$ cat src/rtl/ram_port_arbiter_if.sv
// ram_port_arbiter_if
// One requester port of the RAM arbiter (CPU or program loader).
//
// Handshake: the requester raises req with we/addr/wdata stable and holds
// them until it sees ack. ack is a one-cycle pulse. rdata is valid in the
// ack cycle and holds until the next ack on this port. If req is still high
// in the cycle after ack, that is a new transaction.
//
// Signals:
//   req   requester -> arbiter  transaction request
//   we    requester -> arbiter  1=write, 0=read
//   addr  requester -> arbiter  32-bit word address
//   wdata requester -> arbiter  write data
//   ack   arbiter -> requester  one-cycle completion pulse
//   rdata arbiter -> requester  read data (0 for writes / bad addresses)
// Modports: master = requester side, slave = arbiter side.
interface ram_port_arbiter_if #(
  parameter int DATA_WIDTH = 32
);
  logic                  req;
  logic                  we;
  logic [31:0]           addr;
  logic [DATA_WIDTH-1:0] wdata;
  logic                  ack;
  logic [DATA_WIDTH-1:0] rdata;

  modport master (output req, output we, output addr, output wdata,
                  input ack, input rdata);
  modport slave  (input req, input we, input addr, input wdata,
                  output ack, output rdata);
endinterface

$ cat src/rtl/ram_port_arbiter.sv
// ram_port_arbiter
// Shares a single-port synchronous-read RAM between the CPU memory path and
// a program-loader/debug port. Each transaction takes three cycles:
// IDLE (arbitrate and latch), ACCESS (drive the RAM), RESP (ack and data).
// When both ports request in IDLE, the port that was not served last wins.
// Addresses with any bit set above ADDR_WIDTH never reach the RAM. They
// still complete, with addr_err raised in the ack cycle and rdata=0.
//
// Ports:
//   clk, reset    clock, synchronous active-high reset
//   cpu, ldr      requester ports (slave side of ram_port_arbiter_if)
//   ram_addr      RAM address, holds the latched address of the current grant
//   ram_data_in   RAM write data, holds the latched write data
//   ram_write     RAM write enable, only in ACCESS for in-range writes
//   ram_data_out  RAM read data, valid the cycle after the address
//   owner         0=CPU, 1=loader; port of the current or most recent grant
//   busy          high whenever a transaction is in progress
//   addr_err      one-cycle pulse with ack for an out-of-range address
//   state_o       current FSM state (debug)
module ram_port_arbiter #(
  parameter int ADDR_WIDTH = 9,
  parameter int DATA_WIDTH = 32
) (
  input  logic                  clk,
  input  logic                  reset,
  ram_port_arbiter_if.slave     cpu,
  ram_port_arbiter_if.slave     ldr,
  output logic [ADDR_WIDTH-1:0] ram_addr,
  output logic [DATA_WIDTH-1:0] ram_data_in,
  output logic                  ram_write,
  input  logic [DATA_WIDTH-1:0] ram_data_out,
  output logic                  owner,
  output logic                  busy,
  output logic                  addr_err,
  output logic [1:0]            state_o
);

  localparam logic [1:0] S_IDLE   = 2'd0;
  localparam logic [1:0] S_ACCESS = 2'd1;
  localparam logic [1:0] S_RESP   = 2'd2;

  localparam logic PORT_CPU = 1'b0;
  localparam logic PORT_LDR = 1'b1;

  logic [1:0]            state_q, state_d;
  logic                  owner_q, owner_d;
  logic                  last_q, last_d;
  logic                  we_q, we_d;
  logic [ADDR_WIDTH-1:0] addr_q, addr_d;
  logic [DATA_WIDTH-1:0] wdata_q, wdata_d;
  logic                  err_q, err_d;
  logic [DATA_WIDTH-1:0] cpu_rdata_q, cpu_rdata_d;
  logic [DATA_WIDTH-1:0] ldr_rdata_q, ldr_rdata_d;

  logic                  pick;
  logic [31:0]           sel_addr;
  logic [DATA_WIDTH-1:0] resp_val;
  logic                  in_resp;

  // With both ports requesting, serve the one that was not served last;
  // otherwise serve whichever is requesting.
  assign pick     = (cpu.req && ldr.req) ? ~last_q : ldr.req;
  assign sel_addr = pick ? ldr.addr : cpu.addr;

  // ram_data_out is valid in RESP because the address went out in ACCESS.
  assign resp_val = (!we_q && !err_q) ? ram_data_out : '0;

  // Reset is folded in combinationally so a reset in ACCESS stops the write
  // at the same edge, and a reset in RESP suppresses the ack.
  assign in_resp = (state_q == S_RESP) && !reset;

  always_comb begin
    state_d     = state_q;
    owner_d     = owner_q;
    last_d      = last_q;
    we_d        = we_q;
    addr_d      = addr_q;
    wdata_d     = wdata_q;
    err_d       = err_q;
    cpu_rdata_d = cpu_rdata_q;
    ldr_rdata_d = ldr_rdata_q;
    case (state_q)
      S_IDLE: begin
        if (cpu.req || ldr.req) begin
          owner_d = pick;
          we_d    = pick ? ldr.we : cpu.we;
          addr_d  = sel_addr[ADDR_WIDTH-1:0];
          wdata_d = pick ? ldr.wdata : cpu.wdata;
          err_d   = |sel_addr[31:ADDR_WIDTH];
          state_d = S_ACCESS;
        end
      end
      S_ACCESS: begin
        state_d = S_RESP;
      end
      S_RESP: begin
        if (owner_q == PORT_LDR) begin
          ldr_rdata_d = resp_val;
        end else begin
          cpu_rdata_d = resp_val;
        end
        last_d  = owner_q;
        state_d = S_IDLE;
      end
      default: begin
        state_d = S_IDLE;
      end
    endcase
  end

  always_ff @(posedge clk) begin
    if (reset) begin
      state_q     <= S_IDLE;
      owner_q     <= PORT_CPU;
      last_q      <= PORT_LDR;
      we_q        <= 1'b0;
      addr_q      <= '0;
      wdata_q     <= '0;
      err_q       <= 1'b0;
      cpu_rdata_q <= '0;
      ldr_rdata_q <= '0;
    end else begin
      state_q     <= state_d;
      owner_q     <= owner_d;
      last_q      <= last_d;
      we_q        <= we_d;
      addr_q      <= addr_d;
      wdata_q     <= wdata_d;
      err_q       <= err_d;
      cpu_rdata_q <= cpu_rdata_d;
      ldr_rdata_q <= ldr_rdata_d;
    end
  end

  assign ram_addr    = addr_q;
  assign ram_data_in = wdata_q;
  assign ram_write   = (state_q == S_ACCESS) && we_q && !err_q && !reset;

  assign cpu.ack   = in_resp && (owner_q == PORT_CPU);
  assign ldr.ack   = in_resp && (owner_q == PORT_LDR);
  // In the ack cycle the response is forwarded directly. The register
  // captures it at the same edge and holds it until the next ack.
  assign cpu.rdata = cpu.ack ? resp_val : cpu_rdata_q;
  assign ldr.rdata = ldr.ack ? resp_val : ldr_rdata_q;

  assign owner    = owner_q;
  assign busy     = (state_q != S_IDLE);
  assign addr_err = in_resp && err_q;
  assign state_o  = state_q;

endmodule

$ cat src/flat_wrapper.sv
// flat-port wrapper written by rule: the top's interface ports become plain ports
module ram_port_arbiter_flat 
#(
  parameter int ADDR_WIDTH = 9,
  parameter int DATA_WIDTH = 32
)
  (clk, reset, ram_addr, ram_data_in, ram_write, ram_data_out, owner, busy, addr_err, state_o, cpu_req, cpu_we, cpu_addr, cpu_wdata, cpu_ack, cpu_rdata, ldr_req, ldr_we, ldr_addr, ldr_wdata, ldr_ack, ldr_rdata);
  ram_port_arbiter_if #(.DATA_WIDTH(DATA_WIDTH)) cpu_i ();
  ram_port_arbiter_if #(.DATA_WIDTH(DATA_WIDTH)) ldr_i ();
  input  logic clk;
  input  logic reset;
  output logic [ADDR_WIDTH-1:0] ram_addr;
  output logic [DATA_WIDTH-1:0] ram_data_in;
  output logic ram_write;
  input  logic [DATA_WIDTH-1:0] ram_data_out;
  output logic owner;
  output logic busy;
  output logic addr_err;
  output logic [1:0] state_o;
  input wire logic [$bits(cpu_i.req)-1:0] cpu_req;
  input wire logic [$bits(cpu_i.we)-1:0] cpu_we;
  input wire logic [$bits(cpu_i.addr)-1:0] cpu_addr;
  input wire logic [$bits(cpu_i.wdata)-1:0] cpu_wdata;
  output wire logic [$bits(cpu_i.ack)-1:0] cpu_ack;
  output wire logic [$bits(cpu_i.rdata)-1:0] cpu_rdata;
  input wire logic [$bits(ldr_i.req)-1:0] ldr_req;
  input wire logic [$bits(ldr_i.we)-1:0] ldr_we;
  input wire logic [$bits(ldr_i.addr)-1:0] ldr_addr;
  input wire logic [$bits(ldr_i.wdata)-1:0] ldr_wdata;
  output wire logic [$bits(ldr_i.ack)-1:0] ldr_ack;
  output wire logic [$bits(ldr_i.rdata)-1:0] ldr_rdata;
  assign cpu_i.req = cpu_req;
  assign cpu_i.we = cpu_we;
  assign cpu_i.addr = cpu_addr;
  assign cpu_i.wdata = cpu_wdata;
  assign cpu_ack = cpu_i.ack;
  assign cpu_rdata = cpu_i.rdata;
  assign ldr_i.req = ldr_req;
  assign ldr_i.we = ldr_we;
  assign ldr_i.addr = ldr_addr;
  assign ldr_i.wdata = ldr_wdata;
  assign ldr_ack = ldr_i.ack;
  assign ldr_rdata = ldr_i.rdata;
  ram_port_arbiter #(.ADDR_WIDTH(ADDR_WIDTH), .DATA_WIDTH(DATA_WIDTH)) u_core (.clk(clk), .reset(reset), .cpu(cpu_i), .ldr(ldr_i), .ram_addr(ram_addr), .ram_data_in(ram_data_in), .ram_write(ram_write), .ram_data_out(ram_data_out), .owner(owner), .busy(busy), .addr_err(addr_err), .state_o(state_o));
endmodule
$ cat config.mk
export PLATFORM = sky130hd
export DESIGN_NAME = ram_port_arbiter_flat
export DESIGN_NICKNAME = d
export VERILOG_FILES = /design/src/rtl/ram_port_arbiter_if.sv /design/src/rtl/ram_port_arbiter.sv /design/src/flat_wrapper.sv
export SDC_FILE = /design/constraint.sdc
export NUM_CORES = 1
export LEC_CHECK = 0
export CAP_MARGIN = 5
export CORE_AREA = 2 2 109 111
export CTS_BUF_LIST = sky130_fd_sc_hd__clkbuf_2
export DETAILED_ROUTE_END_ITERATION = 6
export DIE_AREA = 0 0 111 113
export DONT_BUFFER_PORTS = 1
export GPL_ROUTABILITY_DRIVEN = 0
export GPL_TIMING_DRIVEN = 1
export HOLD_SLACK_MARGIN = 0.03
export PLACE_DENSITY = 0.61
export SLEW_MARGIN = 20
export SYNTH_ARGS = -nofsm -noshare
export SYNTH_HDL_FRONTEND = slang
export SYNTH_SLANG_ARGS = --single-unit
$ cat constraint.sdc
create_clock -name clk -period 3.5 [get_ports clk]
set_clock_uncertainty 0.2 [all_clocks]
set_input_delay 0.7 -clock clk [delete_from_list [all_inputs] [get_ports clk]]
set_output_delay 0.7 -clock clk [all_outputs]
set_load 0.005 [all_outputs]
## Word-level counts from Yosys, hierarchy flattened

Cells that the tools add are included.

| cells by class | value |
|---|---|
| div/mod/pow operators | 0 |
| $add $sub $neg | 0 |
| bitwise gates (word level) | 2 |
| shift operators | 0 |
| multiplexer cells | 9 |
| reduce and logical (&&, ||, !) cells | 19 |
| magnitude comparators | 0 |
| multipliers | 0 |
| equal/unequal tests | 3 |

Operators with widths:

| operator | count |
|---|---|
| two-way mux 32 bit | 5 |
| OR reduction 23 bit | 1 |
| logical AND 1 bit | 9 |
| AND reduction 2 bit | 3 |
| one-hot mux 2 bit (2 select lines) | 1 |
| zero test 1 bit | 3 |
| == test 2 x 1 -> 1 bit (second input constant) | 1 |
| == test 2 bit (second input constant) | 1 |
| zero test 2 bit | 1 |
| two-way mux 1 bit | 2 |
| two-way mux 2 bit | 1 |
| inequality test 2 x 1 -> 1 bit (second input constant) | 1 |
| inverter 1 bit | 2 |
| nonzero test 2 bit | 1 |
| logical OR 1 bit | 1 |

| word-level totals | value |
|---|---|
| memories kept | 0 |
| output and inout port bits | 113 |
| bits in registers | 111 |
| input port bits | 166 |
| latch bits | 0 |
| RAM bits | 0 |
| memory bits (read-only) | 0 |

## Logic depth before layout (Yosys ltp)

Gate-level depths: netlist of the first run.

| depth | value |
|---|---|
| word-level depth | 4 |
| depth in mapped cells | 7 |

## Worst setup path before layout of the first run

No wires, ideal clock.

| timing path | value |
|---|---|
| path kind | in2out |
| start point | in reset |
| end point | out ldr_rdata[22] |
| slack | 1.087 ns |
| cell stages on the path | 6 |
| arrival | 1.513 ns |
| path buffers | 1 |
| cells stage by stage | nor3b_2 nand2_1 inv_1 buf_4 nand3_1 nand2_1 |

| on the way | value |
|---|---|
| cells in the longest elaborated chain, start to end | 4 |

Ends and longest elaborated chain:

| element | RTL line | text |
|---|---|---|
| start: declaration | flat_wrapper.sv:11 | `input logic reset;` |
| zero test 1 bit | ram_port_arbiter.sv:70 | `assign in_resp = (state_q == S_RESP) && !reset;` |
| logical AND 1 bit | ram_port_arbiter.sv:70 |  |
| logical AND 1 bit | ram_port_arbiter.sv:140 | `assign ldr.ack = in_resp && (owner_q == PORT_LDR);` |
| via ldr_ack | flat_wrapper.sv:30 | `output wire logic [$bits(ldr_i.ack)-1:0] ldr_ack;` |
| two-way mux 32 bit | ram_port_arbiter.sv:144 | `assign ldr.rdata = ldr.ack ? resp_val : ldr_rdata_q;` |
| end: declaration | flat_wrapper.sv:31 | `output wire logic [$bits(ldr_i.rdata)-1:0] ldr_rdata;` |

The timed path passes the listed nets, and every way through them passes these cells.

## Worst setup path in the final report of the first run

| timing path | value |
|---|---|
| start point | reg u_core.we_q |
| end point | out ldr_rdata[9] |

| on the way | value |
|---|---|
| cells in the longest elaborated chain, start to end | 4 |

Ends and longest elaborated chain:

| element | RTL line | text |
|---|---|---|
| start: declaration | ram_port_arbiter.sv:48 | `logic we_q, we_d;` |
| start signal: assignment | ram_port_arbiter.sv:126 | `we_q <= we_d;` |
| zero test 1 bit | ram_port_arbiter.sv:66 | `assign resp_val = (!we_q && !err_q) ? ram_data_out : '0;` |
| logical AND 1 bit | ram_port_arbiter.sv:66 |  |
| two-way mux 32 bit | ram_port_arbiter.sv:66 |  |
| two-way mux 32 bit | ram_port_arbiter.sv:144 |  |

Every way passes these cells.

==> flow_summary_export.csv, run 1 <==
group,metric,value,unit
detailed_routing,drt_pass1_iterations,4,
floorplan,rows,39,
timing,final-max-slew-violation-count,0,
cts,clk_pin_slew,0.29,ns
placed_design,place_hpwl,10100,um
timing,fin_crit_sh,0.9013,
logic_synthesis,seq_area_frac_synth,0.4470,
cts,tritoncts,"built",
logic_synthesis,ys_types,30,
layout,diodes,0,
grt,grt_max_degree,85,
timing,finalSetupViolations,0,
logic_synthesis,ys_ff_latch,111,
setup_path,crit_fanout,30,
setup_path,setup.worst_path.end_class,"primary output",
timing,finalHoldWorstSlack,0.07150,ns
layout,fillCellCount,1077,
floorplan,die_w,111,um
logic_synthesis,synthMostInstantiatedCell,"nand2_1",
layout,num-nets-final,809,
detailed_routing,route.detailed.drc,0,
logic_synthesis,syn-cell-area,4971,um^2
detailed_routing,wl_per_cell,18.14,um
floorplan,boundaryPins,279,
power,peakVddDrop,267.1,uV
placed_design,place_inst,722,
placed_design,port_buffers,0,
timing,fmax,317.0,MHz
layout,stdcell_count,791,
timing,setup_tns,0,ns
grt,grt_pass1_wl,22360,um
cts,cts_max_level,3,
detailed_routing,ant_nets,0,
logic_synthesis,syn-instance-count,613,
setup_path,arrival,2.25,ns
logic_synthesis,synth.top_cell.area_share,0.4470,
logic_synthesis,yosysTopAreaCell,"dfxtp_1",
detailed_routing,drt_iter0_drc,291,
detailed_routing,totalWireLength,14350,um
logic_synthesis,yosys-top-cells-area,"dfxtp_1 (45%), nand2_1 (15%), mux2i_1 (8.5%)",
floorplan,core,11270,um^2
timing,finalHoldViolCount,0,
logic_synthesis,async_reset_ff_frac,0,
cts,cts_setup_buffers,0,
grt,grtUsageTotal,0.2235,
cts,cts_buffer_depth,2,
cts,cts_root_buf,"clkbuf_2",
detailed_routing,vias,4390,
floorplan,die_y,113,um
power,total_power,2411,uW
cts,clock_sinks,111,
setup_path,critPathLaunchType,"flop",
flow_run,cap_violations,0,
timing,slew_headroom,0.4928,
power,p_leak,0.002811,uW
logic_synthesis,synth_flop_cell,"dfxtp_1",
status,status,"completed",
grt,gr-total-overflow,0,
logic_synthesis,synth_common_cells,"nand2_1 (196), dfxtp_1 (111), nand3_1 (64)",
logic_synthesis,syn_nets,779,
timing,rsz0062_at_grt,"false",
cts,cts_buffers,9,
floorplan,die_area,12540,um^2
logic_synthesis,synth_warnings,0,
grt,grt_antenna_before_repair,0,
cts,insertion_delay,0.62,ns
setup_path,required,2.60,ns
power,p_per_area,421.7,nW/um^2
floorplan,initial_core_util,0.4410,
layout,syn_to_final_growth,15.00,%
worst_hold_path,hp-class,"input port to flop",
layout,drive_gt1_frac,0.07253,
detailed_routing,vias_per_cell,5.550,
setup_path,crit_type,"flop to primary output",
logic_synthesis,syn_area_per_cell,8.109,um^2
logic_synthesis,synth_edf_count,0,
timing,fin_crit,3.155,ns
grt,grt_pass1_vias,4317,
timing,tightest_slew,0.7609,ns
## final cells by class
| class | count | area [um^2] | share of cell area |
|---|---|---|---|
| Inverter | 4 | 20.02 | 0.003502 |
| Sequential cell | 111 | 2222 | 0.3887 |
| Clock buffer | 9 | 45.04 | 0.007879 |
| Multi-Input combinational cell | 454 | 2522 | 0.4412 |
| Clock inverter | 7 | 87.58 | 0.01532 |
| Tap cell | 143 | 178.9 | 0.03130 |
| Timing Repair Buffer | 63 | 640.6 | 0.1121 |
## registers in the layout, indices dropped and copies added (netlist names)
register            cells
u_core.ram_addr         9
u_core.last_q           1
u_core.err_q            1
u_core.cpu_rdata_q     32
u_core.state_o          2
u_core.ram_data_in     32
u_core.we_q             1
u_core.ldr_rdata_q     32
u_core.owner            1
## through the flow
stage               instance area, um^2  worst slack [ns]  utilization
floorplan                          4971             1.087            -
global placement                   5044             1.035       0.4474
detailed placement                 5044            0.9858       0.4474
CTS                                5707            0.3239       0.5063
global route                       5717            0.1722       0.5072
finish                             5717            0.3454       0.5072
## placed cells by master, fill, tap and decap left out, types with 10 or more instances in the layout
master           n
dlygate4sd3_1   52
nand2_1        196
nand3_1         64
a21bo_1         21
nor4_1          10
mux2i_1         42
a211oi_1        42
dfxtp_1        111
a21bo_2         11
nor2_1          46
## metal layers
metal  global-route usage  wire length, um
met1               0.2525             5650
met2               0.4008             7345
met3              0.04606              868
met4               0.1133              482
met5                    0                0
## worst max-delay path, cell delays in order (launching register included)
cell     delay [ns]
dfxtp_1        0.42
nor2_4         0.59
buf_4          0.34
nand3_1        0.15
nand2_1        0.12
## path summary, 6_finish.rpt
kind,startpoint,end,slack (ns),cells after the start
max,u_core.we_q,ldr_rdata[9],0.35,4
min,ldr_wdata[14],u_core.ram_data_in[14],0.07,2
max reg2reg,u_core.last_q,u_core.ram_data_in[17],1.42,5
min reg2reg,u_core.ldr_rdata_q[20],u_core.ldr_rdata_q[20],0.26,2
## what timing repair did
action	CTS	global route
endpoints found under the hold margin	78	1
hold buffers	52	1
resized for setup	0	0
## kinds of logic (layout without fill, tap and decap cells)
logic type / Yosys count / count (layout) / synth area share
buf+inv: 48 / 83 / 0.05135
simple gates: 332 / 332 / 0.2806
compound gates: 80 / 80 / 0.1364
mux: 42 / 42 / 0.08457
flops: 111 / 111 / 0.4470
## power by group
| part | internal (uW) | leakage, uW | switching (uW) | total [uW] |
|---|---|---|---|---|
| Combinational | 147 | 0.00182 | 199 | 346 |
| Clock | 231 | 0.0000814 | 428 | 658 |
| Sequential | 1340 | 0.000907 | 64.6 | 1410 |
| Total | 1720 | 0.00281 | 691 | 2410 |
(Power assumes the default switching activity.)
==> run 2, diff against run 1 <==
Clock period 3.5 ns to 3.62 ns, I/O delays scaled along.
==> run 2 against run 1 <==
Effect of this change:
- cell count decreased by 2.1%
- flip-flop and latch count unchanged
- clock power decreased by 19%
- die area unchanged
- wire length decreased by 1.2%
- design area decreased by 3.6%
- worst setup slack got worse by 0.017 ns
- hold slack improved by 0.028 ns
- critical path depth increased by 2
- clock-buffer cell count increased by 1
- largest power group unchanged
- power decreased by 8.2%
- non-clock buffer count decreased by 16
- critical endpoint is now ldr_rdata[7]
- critical path type unchanged
==> flow_summary_export.csv, run 2 (synthesized netlist as in run 1, its figures left out) <==
group,metric,value,unit
grt,grt_antenna_before_repair,0,
layout,diodes,0,
grt,gr-total-overflow,0,
placed_design,place_inst,722,
setup_path,cp_top_family,"buffers and inverters",
timing,fmax,303.8,MHz
setup_path,critPathLaunchType,"flop",
timing,finalHoldViolCount,0,
layout,stdcell_count,774,
status,status,"completed",
detailed_routing,wl_per_cell,18.30,um
power,p_leak,0.002721,uW
setup_path,setup.worst_path.end_class,"primary output",
detailed_routing,vias,4306,
grt,grt_max_degree,48,
power,intPower,1578,uW
detailed_routing,drt_pass1_iterations,4,
layout,mostFrequentLayoutCells,"nand2_1 (196), dfxtp_1 (111), nand3_1 (64)",
timing,final-max-slew-violation-count,0,
layout,num-nets-final,793,
power,seqPwrFrac,0.615,
detailed_routing,ant_nets,0,
cts,cts_buffers,9,
flow_run,cap_violations,0,
detailed_routing,totalWireLength,14170,um
timing,rsz0062_at_grt,"false",
setup_path,crit_type,"flop to primary output",
cts,cts_buffer_depth,2,
power,p_clk_frac,0.242,
floorplan,die_y,113,um
floorplan,die_w,111,um
floorplan,die_area,12540,um^2
timing,finalSetupViolations,0,
placed_design,port_buffers,0,
worst_hold_path,hp-class,"input port to flop",
placed_design,place_hpwl,10320,um
detailed_routing,route.detailed.drc,0,
layout,final_core_util,0.4890,
cts,tritoncts,"built",
grt,grtUsageTotal,0.2221,
power,switching_share,0.2867,
timing,fin_crit_sh,0.9093,
layout,drive_gt1_frac,0.06973,
setup_path,path_buf_inv,2,
floorplan,rows,39,
timing,setup_tns,0,ns
layout,layout_commonest_cell,"nand2_1",
layout,syn_to_final_growth,10.87,%
power,combPwrFrac,0.143,
detailed_routing,vias_per_cell,5.563,
setup_path,cp_slowest_cell,"dfxtp_1",
timing,fin_crit,3.292,ns
setup_path,required,2.70,ns
cts,insertion_delay,0.59,ns
setup_path,arrival,2.37,ns
power,switching_power,634.4,uW
setup_path,crit_fanout,20,
timing,tightest_slew,0.7203,ns
cts,cts_root_buf,"clkbuf_2",
detailed_routing,drt_iter0_drc,298,
floorplan,initial_core_util,0.4410,
setup_path,critPathMaxStageDelay,0.53,ns
cts,clk_pin_slew,0.27,ns
floorplan,boundaryPins,279,
cts,cts_max_level,3,
grt,grt_pass1_vias,4107,
cts,cts_resized,0,
setup_path,worstPathCellList,"nor3b_2 -> nand2_1 -> inv_1 -> buf_12 -> nand3_1 -> nand2_1",
grt,grt_pass1_wl,21940,um
power,peakVddDrop,289.8,uV
power,p_per_area,401.4,nW/um^2
timing,slew_headroom,0.5198,
cts,clock_sinks,111,
floorplan,core,11270,um^2
setup_path,crit_top_cell,"nand2_1",
cts,cts_setup_buffers,0,
run 2: cell count changes in the layout (fill, tap and decap cells not counted):
cell,change
buf_12,-1
buf_4,+1
bufinv_16,-1
clkbuf_2,+1
clkinv_1,+2
clkinv_2,-3
dlygate4sd3_1,-16
run 2: area by class of cell:
| type | instances | area (um^2) |
|---|---|---|
| Fill cell | 1083 | 5761 |
| Tap cell | 143 | 178.9 |
| Multi-Input combinational cell | 454 | 2522 |
| Sequential cell | 111 | 2222 |
| Clock buffer | 10 | 50.05 |
| Clock inverter | 5 | 50.05 |
| Timing Repair Buffer | 47 | 467.9 |
| Inverter | 4 | 20.02 |
run 2: final timing paths:
kind	startpoint	end	slack [ns]	cells after the start
worst max-delay path	u_core.state_o[1]	ldr_rdata[7]	0.33	6
worst min-delay path	cpu_wdata[5]	u_core.ram_data_in[5]	0.1	2
worst max register to register	u_core.last_q	u_core.ram_data_in[11]	1.27	5
worst min register to register	u_core.ldr_rdata_q[11]	u_core.ldr_rdata_q[11]	0.26	2
run 2: power by group through the flow:
stage                     clock [uW]  combinational, uW  sequential [uW]
after detailed placement           0                275             1390
after global routing             603                357             1370
after global placement             0                268             1380
after floorplan                    0                240             1360
final                            536                317             1360
after CTS                        561                316             1360
run 2: through the flow:
stage                     setup slack [ns]  hold slack [ns]  instance area [um^2]  total power, uW
after floorplan                      1.159           0.2227                  4971             1598
after global placement              0.8614           0.2314                  5031             1651
after detailed placement            0.7957           0.2340                  5031             1660
after CTS                           0.2599          0.03661                  5472             2238
after global routing               0.06769          0.03110                  5512             2329
final                               0.3285          0.09946                  5512             2212
run 2: layer usage:
| metal | GRT usage | wire length, um |
|---|---|---|
| met1 | 0.2485 | 5363 |
| met2 | 0.3959 | 7307 |
| met3 | 0.07820 | 1206 |
| met4 | 0.07333 | 291 |
| met5 | 0 | 0 |
run 2: worst reg2reg max path: stages (launching register included):
cell and delay [ns]:
dfxtp_1 0.39, a21boi_4 0.16, buf_4 0.59, mux2i_1 0.17, dlygate4sd3_1 0.59, a211oi_1 0.22
run 2: what timing repair did:
action                                  in CTS  in global routing
hold buffers                                33                  4
endpoints found under the hold margin       78                  4
endpoints found under the setup margin       0                  0
==> run 3, diff against run 2 <==
Settings changed: SETUP_SLACK_MARGIN set to 0.4.
==> run 3 against run 2 <==
Effect of this change:
- global-route usage about the same
- register-to-register slack barely moved
- combinational power is 2% higher
- die area did not move
- clock power barely moved
- non-clock buffer count unchanged
- power up 0.28%
- largest power group unchanged
==> flow_summary_export.csv, run 3 (synthesized netlist as in run 1, its figures left out) <==
group,metric,value,unit
layout,multi_input_area,2531,um^2
grt,grt_max_degree,48,
grt,grtUsageTotal,0.2223,
cts,clock_sinks,111,
timing,setup_tns,0,ns
timing,rsz0062_at_grt,"false",
setup_path,rrSetupSlack,1.27,ns
worst_hold_path,holdPathEnd,"u_core.ram_data_in[12]",
power,peakVddDrop,288.0,uV
layout,mostFrequentLayoutCells,"nand2_1 (195), dfxtp_1 (109), nand3_1 (64)",
timing,final-max-slew-violation-count,0,
setup_path,crit_fanout,20,
placed_design,place_ws,0.7957,ns
setup_path,r2r_cells,5,
layout,syn_to_final_growth,11.33,%
cts,cts_setup_buffers,0,
timing,fin_crit,2.969,ns
layout,layout_commonest_cell,"nand2_1",
timing,finalSetupViolations,0,
cts,cts_root_buf,"clkbuf_2",
setup_path,crit_type,"flop to primary output",
setup_path,critPathLaunchType,"flop",
floorplan,die_y,113,um
cts,cts_buffer_depth,2,
layout,drive_gt1_frac,0.07899,
cts,insertion_delay,0.57,ns
timing,slew_headroom,0.5188,
detailed_routing,totalWireLength,14520,um
detailed_routing,drt_pass1_iterations,5,
power,p_per_area,400.9,nW/um^2
floorplan,core,11270,um^2
cts,cts_max_level,3,
worst_hold_path,holdCritStartpoint,"cpu_wdata[12]",
worst_hold_path,holdPathStages,2,
detailed_routing,wl_per_cell,18.71,um
setup_path,startpoint,"u_core.state_o[1]",
detailed_routing,vias_per_cell,5.610,
layout,diodes,0,
setup_path,required,2.70,ns
layout,fillCellCount,1078,
timing,finalHoldViolCount,0,
timing,fin_ws,0.6515,ns
layout,num-nets-final,795,
grt,grt_pass1_vias,4108,
setup_path,arrival,2.04,ns
detailed_routing,vias,4353,
floorplan,die_area,12540,um^2
floorplan,boundaryPins,279,
cts,clk_pin_slew,0.27,ns
floorplan,die_w,111,um
status,status,"completed",
floorplan,initial_core_util,0.4410,
setup_path,setup.worst_path.end_class,"primary output",
setup_path,worstReg2RegStart,"u_core.last_q",
cts,cts_buffers,9,
power,p_leak,0.002714,uW
layout,regArea,2227,um^2
detailed_routing,ant_nets,0,
setup_path,r2r-end,"u_core.ram_data_in[11]",
cts,tritoncts,"built",
grt,grt_pass1_wl,21960,um
grt,grt_antenna_before_repair,0,
floorplan,rows,39,
timing,tightest_slew,0.7218,ns
timing,fmax,336.9,MHz
detailed_routing,route.detailed.drc,0,
flow_run,cap_violations,0,
placed_design,port_buffers,0,
timing,fin_crit_sh,0.8200,
worst_hold_path,hp-class,"input port to flop",
grt,gr-total-overflow,0,
detailed_routing,drt_iter0_drc,295,
placed_design,place_hpwl,10320,um
run 3: cell types whose count changed in the layout (fill, tap and decap cells not counted), sizes merged:
cell      before  now
clkinvlp       1    3
inv            4    3
nor2          49   50
run 3: cell type report:
class / instances / area share
clock buffers: 10 / 0.009044
repair buffers: 47 / 0.08456
multi-input cells: 455 / 0.4574
repair inverters: 1 / 0.0009044
inverters: 4 / 0.004296
clock inverters: 5 / 0.009044
flip-flops and latches: 111 / 0.4024
well taps: 143 / 0.03233
run 3: worst max-delay path by stage:
stage	endpoint	slack (ns)	cells past startpoint
CTS	ldr_rdata[19]	0.41	6
global route	ldr_rdata[18]	0.42	6
floorplan	ldr_rdata[22]	1.16	6
finish	ldr_rdata[7]	0.65	6
global placement	ldr_rdata[13]	0.86	6
detailed placement	ldr_rdata[11]	0.80	6
run 3: repair_timing:
item | 4_1_cts | 5_1_grt
setup endpoints to repair | 21 | 59
hold endpoints to repair | 78 | 4
pin swaps | 0 | 1
hold buffers | 33 | 4
gates cloned | 0 | 2
resized for setup | 1 | 4
run 3: power by group:
group / switching, uW / internal (uW) / total (uW) / leakage (uW)
combinational: 192 / 130 / 323 / 0.00174
clock: 381 / 152 / 534 / 0.0000629
sequential: 66.3 / 1300 / 1360 / 0.000908
total: 640 / 1580 / 2220 / 0.00271
run 3: stage by stage:
stage	utilization	hold WS (ns)	area (um^2)	cells	power (uW)
after floorplan	-	0.2227	4971	613	1598
after global placement	0.4463	0.2314	5031	722	1651
after detailed placement	0.4463	0.2340	5031	722	1660
after CTS	0.4857	0.03661	5475	770	2239
after global routing	0.4910	0.03110	5534	776	2335
final	0.4910	0.1155	5534	776	2219
run 3: routing by layer:
metal / GRT usage / vias to the layer above / wire length, um
met5: 0 / - / 0
met1: 0.2495 / 2009 / 5620
met2: 0.3971 / 210 / 7540
met4: 0.07250 / 0 / 266
met3: 0.07659 / 23 / 1088
li1: - / 2111 / -
run 3: worst max-delay path, cell delays in order (launching register included):
cell,delay (ns)
dfxtp_4,0.44
nor3b_2,0.24
nand2_2,0.13
clkinvlp_4,0.22
buf_12,0.18
nand3_1,0.12
nand2_1,0.13
